===== src/rtl/keypad_pin_collector.sv =====
// ============================================================================
// Module      : keypad_pin_collector
// Description : Collects four keypad BCD digits into a 16-bit PIN and presents
//               it for one clock on ENTER (or automatically on the 4th digit).
//               Optional backspace key 0xC enabled by macro KEYPAD_BACKSPACE_EN.
// Revision    : 1.0 - initial release
// ============================================================================
`default_nettype none

module keypad_pin_collector #(
    parameter int unsigned TIMEOUT_CYCLES = 1000,
    parameter int unsigned AUTO_SUBMIT    = 0
) (
    input  logic        clk,
    input  logic        reset,
    input  logic        key_valid,
    input  logic [3:0]  key_code,
    output logic        key_ready,
    output logic [15:0] pin_out,
    output logic        pin_valid,
    output logic [2:0]  digit_count,
    output logic        entry_error,
    output logic        timeout
);

    typedef enum logic [1:0] {
        ST_IDLE   = 2'd0,
        ST_ENTRY  = 2'd1,
        ST_FULL   = 2'd2,
        ST_SUBMIT = 2'd3
    } state_t;

    localparam logic [15:0] c_timeout_last = 16'(TIMEOUT_CYCLES - 1);
    localparam logic [3:0]  c_key_clear    = 4'hA;
    localparam logic [3:0]  c_key_enter    = 4'hB;
    localparam logic        c_auto_submit  = (AUTO_SUBMIT != 0);

    state_t      r_state_q,       w_state_d;
    logic [15:0] r_buf_q,         w_buf_d;
    logic [2:0]  r_count_q,       w_count_d;
    logic [15:0] r_idle_q,        w_idle_d;
    logic [15:0] r_pin_out_q,     w_pin_out_d;
    logic        r_pin_valid_q,   w_pin_valid_d;
    logic        r_entry_error_q, w_entry_error_d;
    logic        r_timeout_q,     w_timeout_d;
    logic        r_key_ready_q,   w_key_ready_d;

    logic w_accept;
    logic w_key_digit;
    logic w_key_clear;
    logic w_key_enter;
    logic w_key_bksp;
    logic w_key_recog;
    logic w_expire;

    assign w_accept    = key_valid & r_key_ready_q;
    assign w_key_digit = w_accept & (key_code <= 4'd9);
    assign w_key_clear = w_accept & (key_code == c_key_clear);
    assign w_key_enter = w_accept & (key_code == c_key_enter);
`ifdef KEYPAD_BACKSPACE_EN
    assign w_key_bksp  = w_accept & (key_code == 4'hC);
`else
    assign w_key_bksp  = 1'b0;
`endif
    // Only recognised keys count as activity for the inactivity timer.
    assign w_key_recog = w_key_digit | w_key_clear | w_key_enter | w_key_bksp;
    assign w_expire    = (r_idle_q == c_timeout_last);

    always_comb begin
        w_state_d       = r_state_q;
        w_buf_d         = r_buf_q;
        w_count_d       = r_count_q;
        w_pin_out_d     = 16'h0000;
        w_pin_valid_d   = 1'b0;
        w_entry_error_d = 1'b0;
        w_timeout_d     = 1'b0;

        case (r_state_q)
            ST_IDLE, ST_ENTRY: begin
                if (w_key_digit) begin
                    w_buf_d   = {r_buf_q[11:0], key_code};
                    w_count_d = r_count_q + 3'd1;
                    if (r_count_q == 3'd3) begin
                        if (c_auto_submit) begin
                            w_state_d     = ST_SUBMIT;
                            w_pin_valid_d = 1'b1;
                            w_pin_out_d   = {r_buf_q[11:0], key_code};
                        end else begin
                            w_state_d = ST_FULL;
                        end
                    end else begin
                        w_state_d = ST_ENTRY;
                    end
                end else if (w_key_enter) begin
                    w_entry_error_d = 1'b1;
                    w_buf_d         = 16'h0000;
                    w_count_d       = 3'd0;
                    w_state_d       = ST_IDLE;
                end else if (w_key_clear) begin
                    w_buf_d   = 16'h0000;
                    w_count_d = 3'd0;
                    w_state_d = ST_IDLE;
                end else if (w_key_bksp) begin
                    if (r_state_q == ST_IDLE) begin
                        w_entry_error_d = 1'b1;
                    end else begin
                        w_buf_d   = {4'h0, r_buf_q[15:4]};
                        w_count_d = r_count_q - 3'd1;
                        w_state_d = (r_count_q == 3'd1) ? ST_IDLE : ST_ENTRY;
                    end
                end else if ((r_state_q == ST_ENTRY) && w_expire) begin
                    w_timeout_d = 1'b1;
                    w_buf_d     = 16'h0000;
                    w_count_d   = 3'd0;
                    w_state_d   = ST_IDLE;
                end
            end
            ST_FULL: begin
                if (w_key_digit) begin
                    w_entry_error_d = 1'b1;
                end else if (w_key_enter) begin
                    w_state_d     = ST_SUBMIT;
                    w_pin_valid_d = 1'b1;
                    w_pin_out_d   = r_buf_q;
                end else if (w_key_clear) begin
                    w_buf_d   = 16'h0000;
                    w_count_d = 3'd0;
                    w_state_d = ST_IDLE;
                end else if (w_key_bksp) begin
                    w_buf_d   = {4'h0, r_buf_q[15:4]};
                    w_count_d = 3'd3;
                    w_state_d = ST_ENTRY;
                end else if (w_expire) begin
                    w_timeout_d = 1'b1;
                    w_buf_d     = 16'h0000;
                    w_count_d   = 3'd0;
                    w_state_d   = ST_IDLE;
                end
            end
            default: begin
                w_buf_d   = 16'h0000;
                w_count_d = 3'd0;
                w_state_d = ST_IDLE;
            end
        endcase

        w_key_ready_d = (w_state_d != ST_SUBMIT);

        if ((r_state_q == ST_IDLE) || (r_state_q == ST_SUBMIT) ||
            w_key_recog || (w_state_d == ST_IDLE)) begin
            w_idle_d = 16'h0000;
        end else begin
            w_idle_d = r_idle_q + 16'h0001;
        end
    end

    always_ff @(posedge clk) begin
        if (reset) begin
            r_state_q       <= ST_IDLE;
            r_buf_q         <= 16'h0000;
            r_count_q       <= 3'd0;
            r_idle_q        <= 16'h0000;
            r_pin_out_q     <= 16'h0000;
            r_pin_valid_q   <= 1'b0;
            r_entry_error_q <= 1'b0;
            r_timeout_q     <= 1'b0;
            r_key_ready_q   <= 1'b1;
        end else begin
            r_state_q       <= w_state_d;
            r_buf_q         <= w_buf_d;
            r_count_q       <= w_count_d;
            r_idle_q        <= w_idle_d;
            r_pin_out_q     <= w_pin_out_d;
            r_pin_valid_q   <= w_pin_valid_d;
            r_entry_error_q <= w_entry_error_d;
            r_timeout_q     <= w_timeout_d;
            r_key_ready_q   <= w_key_ready_d;
        end
    end

    assign key_ready   = r_key_ready_q;
    assign pin_out     = r_pin_out_q;
    assign pin_valid   = r_pin_valid_q;
    assign digit_count = r_count_q;
    assign entry_error = r_entry_error_q;
    assign timeout     = r_timeout_q;

endmodule

`default_nettype wire


===== config.mk =====
export PLATFORM = sky130hd
export DESIGN_NAME = keypad_pin_collector
export DESIGN_NICKNAME = d
export VERILOG_FILES = /design/src/rtl/keypad_pin_collector.sv
export SDC_FILE = /design/constraint.sdc
export NUM_CORES = 1
export LEC_CHECK = 0
export CAP_MARGIN = 20
export CELL_PAD_IN_SITES_DETAIL_PLACEMENT = 2
export CELL_PAD_IN_SITES_GLOBAL_PLACEMENT = 2
export CORE_MARGIN = 2
export CORE_UTILIZATION = 37
export CTS_CLUSTER_SIZE = 24
export DETAILED_ROUTE_END_ITERATION = 10
export GPL_ROUTABILITY_DRIVEN = 0
export PLACE_DENSITY = 0.93
export SYNTH_ARGS = -nofsm -noshare
export SYNTH_HDL_FRONTEND = slang
export SYNTH_SLANG_ARGS = --single-unit

===== constraint.sdc =====
create_clock -name clk -period 4.9 [get_ports clk]
set_input_delay 0.735 -clock clk [delete_from_list [all_inputs] [get_ports clk]]
set_output_delay 0.735 -clock clk [all_outputs]
set_load 0.01 [all_outputs]

==> metrics.md, run 1 <==
| Metric | Value |
|---|---|
| Post-synth net total | `279` |
| Routed Antenna Nets | `0` |
| PortBufs | `29` |
| RSZ-0062 raised after global routing | `no` |
| Post-Synthesis Cells | `around 270` |
| PwrDens | `345 mW/mm2` |
| Simple-Gate Fraction of Synth Area | `21.9%` |
| CTS tree | `yes` |
| Peak VDD IR | `0.185 mV` |
| Gate power share | `5.6%` |
| Worst EP arrival | `3.13 ns` |
| Final HPWL DP | `4610 um` |
| Final setup viols | `0` |
| IO Pins | `30` |
| Worst setup margin | `1.98 ns` |
| Post-Synth XOR/XNOR Area | `under 10%` |
| Die area | `0.00733 mm2` |
| Gr usage total | `21.0%` |
| Post-synth top flop | `dfxtp_1` |
| Via Count | `about 2,100` |
| Commonest non-fill, non-tap cell in the layout | `dfxtp_1` |
| Dpl ws | `1.77 ns` |
| Chip height | `85.6 um` |
| Hold Crit Class | `register to register` |
| Largest cells by area after synthesis | `dfxtp_1 (46%), nand4_1 (5.6%), a211oi_1 (4.9%)` |
| Status | `finished, final reports clean` |
| CTS Buf Count | `9` |
| Setup TNS | `0 ns` |
| Root Buffer | `clkbuf_8` |
| Post-synthesis adder-cell area fraction | `3.55%` |
| Final worst-path cycle share | `59.6%` |
| Sw Ratio | `between 20% and 30%` |
| Leakage | `0.985 nW` |
| Via density | `5.71` |
| Layout cells sized above 1 | `8.50%` |
| Worst path bufs/invs | `1` |
| Seq pwr share | `45.4%` |
| Bufs on Longest Clock Path | `2` |
| Internal | `0.795 mW` |
| Avg Cell Area, Syn | `about 9.3 um2` |
| Postcts setup bufs | `0` |
| Post-synth EDFFs | `0` |
| Critical path, cell by cell | `clkdlybuf4s50_1 > and2_0 > nand2_1 > or3_1 > o211a_1 > or4_1` |
| Crit Path Class | `input port to register` |
| Grt ovf | `0` |
| DRC | `0` |
| Maxcap violations | `0` |
| Reg2Reg Setup Slack | `2.33 ns` |
| Die Width | `85.6 um` |
| Starting Density | `about 39%` |
| Nets | `304` |
| Min Tclk post-route | `2.92 ns` |
| Clock share of power | `49.0%` |
| FILL cells | `701` |
| Largest net degree at the start of global routing | `26` |
| Area of the mapped netlist | `about 0.0025 mm2` |
| Reg clk slew, reported paths | `0.07 ns` |
| CP peak stage delay | `0.57 ns` |
| Fmax | `342 MHz` |
| Worst Path Max Fanout | `18` |
| Worst-margin pin slew | `0.804 ns` |
| Total Power | `around 1.0 mW` |
| Post-synth cell types | `41` |
| Fin. Hold Viols | `0` |
| Initial antenna violation count | `0` |
| PostCTS Resize Cnt | `0` |
| CTS H-tree depth | `3` |
| Leading cell types in the layout, fill and taps excluded | `dfxtp_1 (57), clkdlybuf4s50_1 (29), o21ai_0 (23), nand4_1 (22), a21oi_1 (21)` |
| Vias in the first global route | `2,277` |
| CP startpoint kind | `input port` |
| FF+latch count, synth | `57` |
| Routed length per instance | `19.3 um` |
| Final Slew Violations | `0` |
| First-pass GRT wire length | `~12,000 um` |
| Top cell type's share of synthesized area | `a little under half` |
| Critical Path RT | `approximately 5 ns` |
| Clock sinks | `57` |
| Clk_skew | `0.00661 ns` |
| Final WL | `7150 um` |
| First-pass detailed-route iteration total | `4` |
| Layout area overhead | `21.6%` |
| Register area share after synthesis | `46.3%` |
| Core Area | `0.00639 mm2` |
| DRT iter0 DRCs | `85` |
| Net Switching | `roughly 0.24 mW` |
| Crit-path slowest cell | `clkdlybuf4s50_1` |
| Crit. End Element | `register` |
| Largest family of logic cells by synthesized area | `simple AND/OR/NAND/NOR gates` |
| Synth Area in Compound Gates | `a little under a fifth` |
| Hold buffers post-CTS | `0` |
| Antenna diodes | `0` |
| Async S/R FF share, synth | `0%` |
| Row count | `29` |
| Cell family contributing the most delay on the critical path | `simple AND/OR/NAND/NOR gates` |
| Ys Warns | `0` |
| Rel. slew slack | `46.3%` |
| Yosys top cell by area | `dfxtp_1` |
| Post-synthesis mux area share | `0%` |
| Skew-Pair Late Insertion Delay | `0.33 ns` |
## worst reg2reg max path, cell delays in order (launching register included)
cell	delay, ns
dfxtp_1	0.36
ha_1	0.27
and3_1	0.22
nand4_1	0.26
o2bb2ai_1	0.22
buf_4	0.22
o21ai_2	0.65
a211oi_1	0.21
## logic make-up after synthesis
logic type	after synthesis
AOI/OAI and AO/OA	72
and+or+nand+nor	91
xor gates and xnor gates	14
DFF	57
adders and majority gates	7
buffers and inverters	24
## cell type report
class                           instances  area (um2)  share of cell area, %
Clock buffer                           11         151                   5.05
Clock inverter                          4        76.3                   2.55
Inverter                                6        22.5                  0.751
Multi-Input combinational cell        184        1200                   39.9
Sequential cell                        57        1140                   38.1
Tap cell                               77        96.3                   3.21
Timing Repair Buffer                   32         313                   10.4
## power groups by stage
stage	Sequential (mW)	Combinational, mW	Clock [mW]
final	0.469	0.0581	0.507
after global placement	0.479	0.0522	0
after global routing	0.469	0.0634	0.533
after floorplan	0.478	0.0380	0
after CTS	0.469	0.0561	0.514
after detailed placement	0.479	0.0540	0
## synth_stat cells (all sizes together), types with 2 or more instances
master	instances
a21oi	21
xnor2	8
o2bb2ai	2
or4	3
clkbuf	8
a211oi	16
and2	18
and4	5
a21boi	2
dfxtp	57
xor2	6
nor2	6
o21ai	24
buf	10
nor3	7
inv	6
nand2	12
nand4	22
nor4	2
nand3	6
and3	3
ha	7
or2	3
## state kept, by name, summed over array words and instances (netlist names)
register and cells:
timeout 1, r_idle_q 16, digit_count 3, entry_error 1, r_buf_q 16, pin_out 16, r_state_q 2, pin_valid 1
key_ready 1
## layer usage
metal / up-vias / global-route usage, % / routed length, um
met5: - / 0 / 0
met4: 0 / 8.37 / 110
met3: 11 / 3.56 / 123
met2: 27 / 37.6 / 3790
met1: 1062 / 24.8 / 3130
li1: 1017 / - / -
## stage by stage
step	instance area [um2]	hold slack [ns]	util (%)	cells
6_report	3000	0.457	46.9	371
3_3_place_gp	2760	0.437	43.3	355
2_1_floorplan	2460	0.423	-	265
3_5_place_dp	2760	0.445	43.3	355
5_1_grt	3000	0.477	46.9	371
4_1_cts	2990	0.458	46.8	370
## path summary, 6_finish.rpt
check	endpoint	startpoint	cells past startpoint
worst max-delay path	key_ready	key_valid	6
worst min-delay path	r_idle_q[0]	r_idle_q[0]	1
worst max register to register	r_idle_q[9]	r_idle_q[0]	7
worst min register to register	r_idle_q[0]	r_idle_q[0]	1
Note: power is estimated with default switching activity, not from simulation.
==> run 2, diff against run 1 <==
--- a/config.mk
+++ b/config.mk
@@ -9,11 +9,11 @@
 export CELL_PAD_IN_SITES_DETAIL_PLACEMENT = 2
 export CELL_PAD_IN_SITES_GLOBAL_PLACEMENT = 2
 export CORE_MARGIN = 2
-export CORE_UTILIZATION = 37
+export CORE_UTILIZATION = 31
 export CTS_CLUSTER_SIZE = 24
 export DETAILED_ROUTE_END_ITERATION = 10
 export GPL_ROUTABILITY_DRIVEN = 0
-export PLACE_DENSITY = 0.93
+export PLACE_DENSITY = 0.84
 export SYNTH_ARGS = -nofsm -noshare
 export SYNTH_HDL_FRONTEND = slang
 export SYNTH_SLANG_ARGS = --single-unit
==> constraint.sdc (replaced) <==
create_clock -name clk -period 2.6 [get_ports clk]
set_input_delay 0.39 -clock clk [delete_from_list [all_inputs] [get_ports clk]]
set_output_delay 0.39 -clock clk [all_outputs]
set_load 0.01 [all_outputs]
==> metrics.md, run 2 (synthesis gave the netlist of run 1 again) <==
| Metric | Value |
|---|---|
| Crit Path Class | `register to register` |
| Clock sinks | `57` |
| Bufs on Longest Clock Path | `2` |
| Via density | `5.33` |
| First-pass GRT wire length | `11,900 um` |
| PwrDens | `a little over 600 mW/mm2` |
| Die area | `approximately 0.0087 mm2` |
| Crit path from | `r_state_q[1]` |
| CTS H-tree depth | `3` |
| Peak VDD IR | `0.356 mV` |
| Initial antenna violation count | `0` |
| Min Tclk post-route | `2.19 ns` |
| Worst EP arrival | `2.41 ns` |
| Reg clk slew, reported paths | `0.06 ns` |
| DRC | `0` |
| Routed length per instance | `about 17 um` |
| Final Slew Violations | `0` |
| Clk_skew | `0.00747 ns` |
| Rel. slew slack | `a little under 70%` |
| Final Non-Filler Cells | `406` |
| First-pass detailed-route iteration total | `4` |
| Critical Path RT | `around 2.8 ns` |
| Layout area overhead | `25.1%` |
| Worst path bufs/invs | `1` |
| Critical path, cell by cell | `inv_1 > ha_1 > and4_1 > and4_1 > o21ai_0 > o21ai_2 > or4_1` |
| Largest net degree at the start of global routing | `22` |
| CTS tree | `yes` |
| CP peak stage delay | `approximately 0.47 ns` |
| Crit-path slowest cell | `or4_1` |
| Leading cell types in the layout, fill and taps excluded | `dfxtp_1 (57), clkdlybuf4s50_1 (29), o21ai_0 (23), nand4_1 (22), a21oi_1 (21)` |
| Worst Path Max Fanout | `5` |
| Routed Antenna Nets | `0` |
| RSZ-0062 raised after global routing | `no` |
| Via Count | `2,166` |
| Most common cell on crit path | `and4_1` |
| Status | `finished, final reports clean` |
| Final WL | `6970 um` |
| PostCTS Resize Cnt | `0` |
| PortBufs | `29` |
| Setup TNS | `0 ns` |
| Commonest non-fill, non-tap cell in the layout | `dfxtp_1` |
| DRT iter0 DRCs | `49` |
| Fmax | `approximately 460 MHz` |
| Die Width | `93.2 um` |
| Layout cells sized above 1 | `11.5%` |
| Core Area | `just under 0.008 mm2` |
| CP startpoint kind | `register` |
| Maxcap violations | `0` |
| Worst-margin pin slew | `~0.47 ns` |
| # placed instances | `391` |
| Fin. Hold Viols | `0` |
| Nets | `314` |
| Cell family contributing the most delay on the critical path | `simple AND/OR/NAND/NOR gates` |
| Total Power | `around 1.9 mW` |
| FILL cells | `861` |
| Starting Density | `31.9%` |
| Final worst-path cycle share | `84.2%` |
| Gr usage total | `17.7%` |
| Final setup viols | `0` |
| IO Pins | `30` |
| Final HPWL DP | `4980 um` |
| Skew-Pair Late Insertion Delay | `0.35 ns` |
| CTS Buf Count | `9` |
| Leakage | `between 1 and 1.5 nW` |
| Min-delay src | `r_idle_q[0]` |
| Root Buffer | `clkbuf_8` |
| Crit. End Element | `register` |
| Row count | `32` |
| Antenna diodes | `0` |
| Postcts setup bufs | `0` |
| Grt ovf | `0` |
| Hold buffers post-CTS | `0` |
| Vias in the first global route | `2,388` |
| Chip height | `roughly 93 um` |
| Hold Crit Class | `register to register` |
| FF-to-FF Start | `r_state_q[1]` |
## run 2: per-stage QoR
stage / util (%) / setup slack [ns] / hold WS [ns] / instance area (um2)
2_1_floorplan: - / 0.693 / 0.423 / 2460
3_3_place_gp: 37.2 / 0.228 / 0.439 / 2880
3_5_place_dp: 37.2 / 0.162 / 0.445 / 2880
4_1_cts: 39.9 / 0.419 / 0.454 / 3080
5_1_grt: 39.9 / 0.293 / 0.473 / 3080
6_report: 39.9 / 0.410 / 0.453 / 3080
## run 2: worst paths after layout
check / slack, ns / to / cells past startpoint
max reg2reg: 0.41 / key_ready / 7
min reg2reg: 0.45 / r_idle_q[0] / 1
max: 0.41 / key_ready / 7
min: 0.45 / r_idle_q[0] / 1
## run 2: final cells by class
type	count	area, um2	share of cell area (%)
multi-input cells	184	1200	38.8
flip-flops and latches	57	1140	37.0
repair buffers	42	388	12.6
clock buffers	9	124	4.02
well taps	102	128	4.14
clock inverters	6	83.8	2.72
inverters	6	22.5	0.730
## run 2: power by group
| group | internal (mW) | switching (mW) | total, mW |
|---|---|---|---|
| clock network | 0.530 | 0.365 | 0.895 |
| registers | 0.878 | 0.00522 | 0.884 |
| logic | 0.0405 | 0.0783 | 0.119 |
| total | 1.45 | 0.448 | 1.90 |
## run 2: layer usage
| layer | up-vias | GRT usage [%] | part of all wire, % |
|---|---|---|---|
| li1 | 1038 | - | - |
| met1 | 1079 | 19.3 | 42 |
| met2 | 34 | 32.8 | 53 |
| met3 | 15 | 5.40 | 2.9 |
| met4 | 0 | 5.39 | 1.4 |
| met5 | - | 0 | 0 |
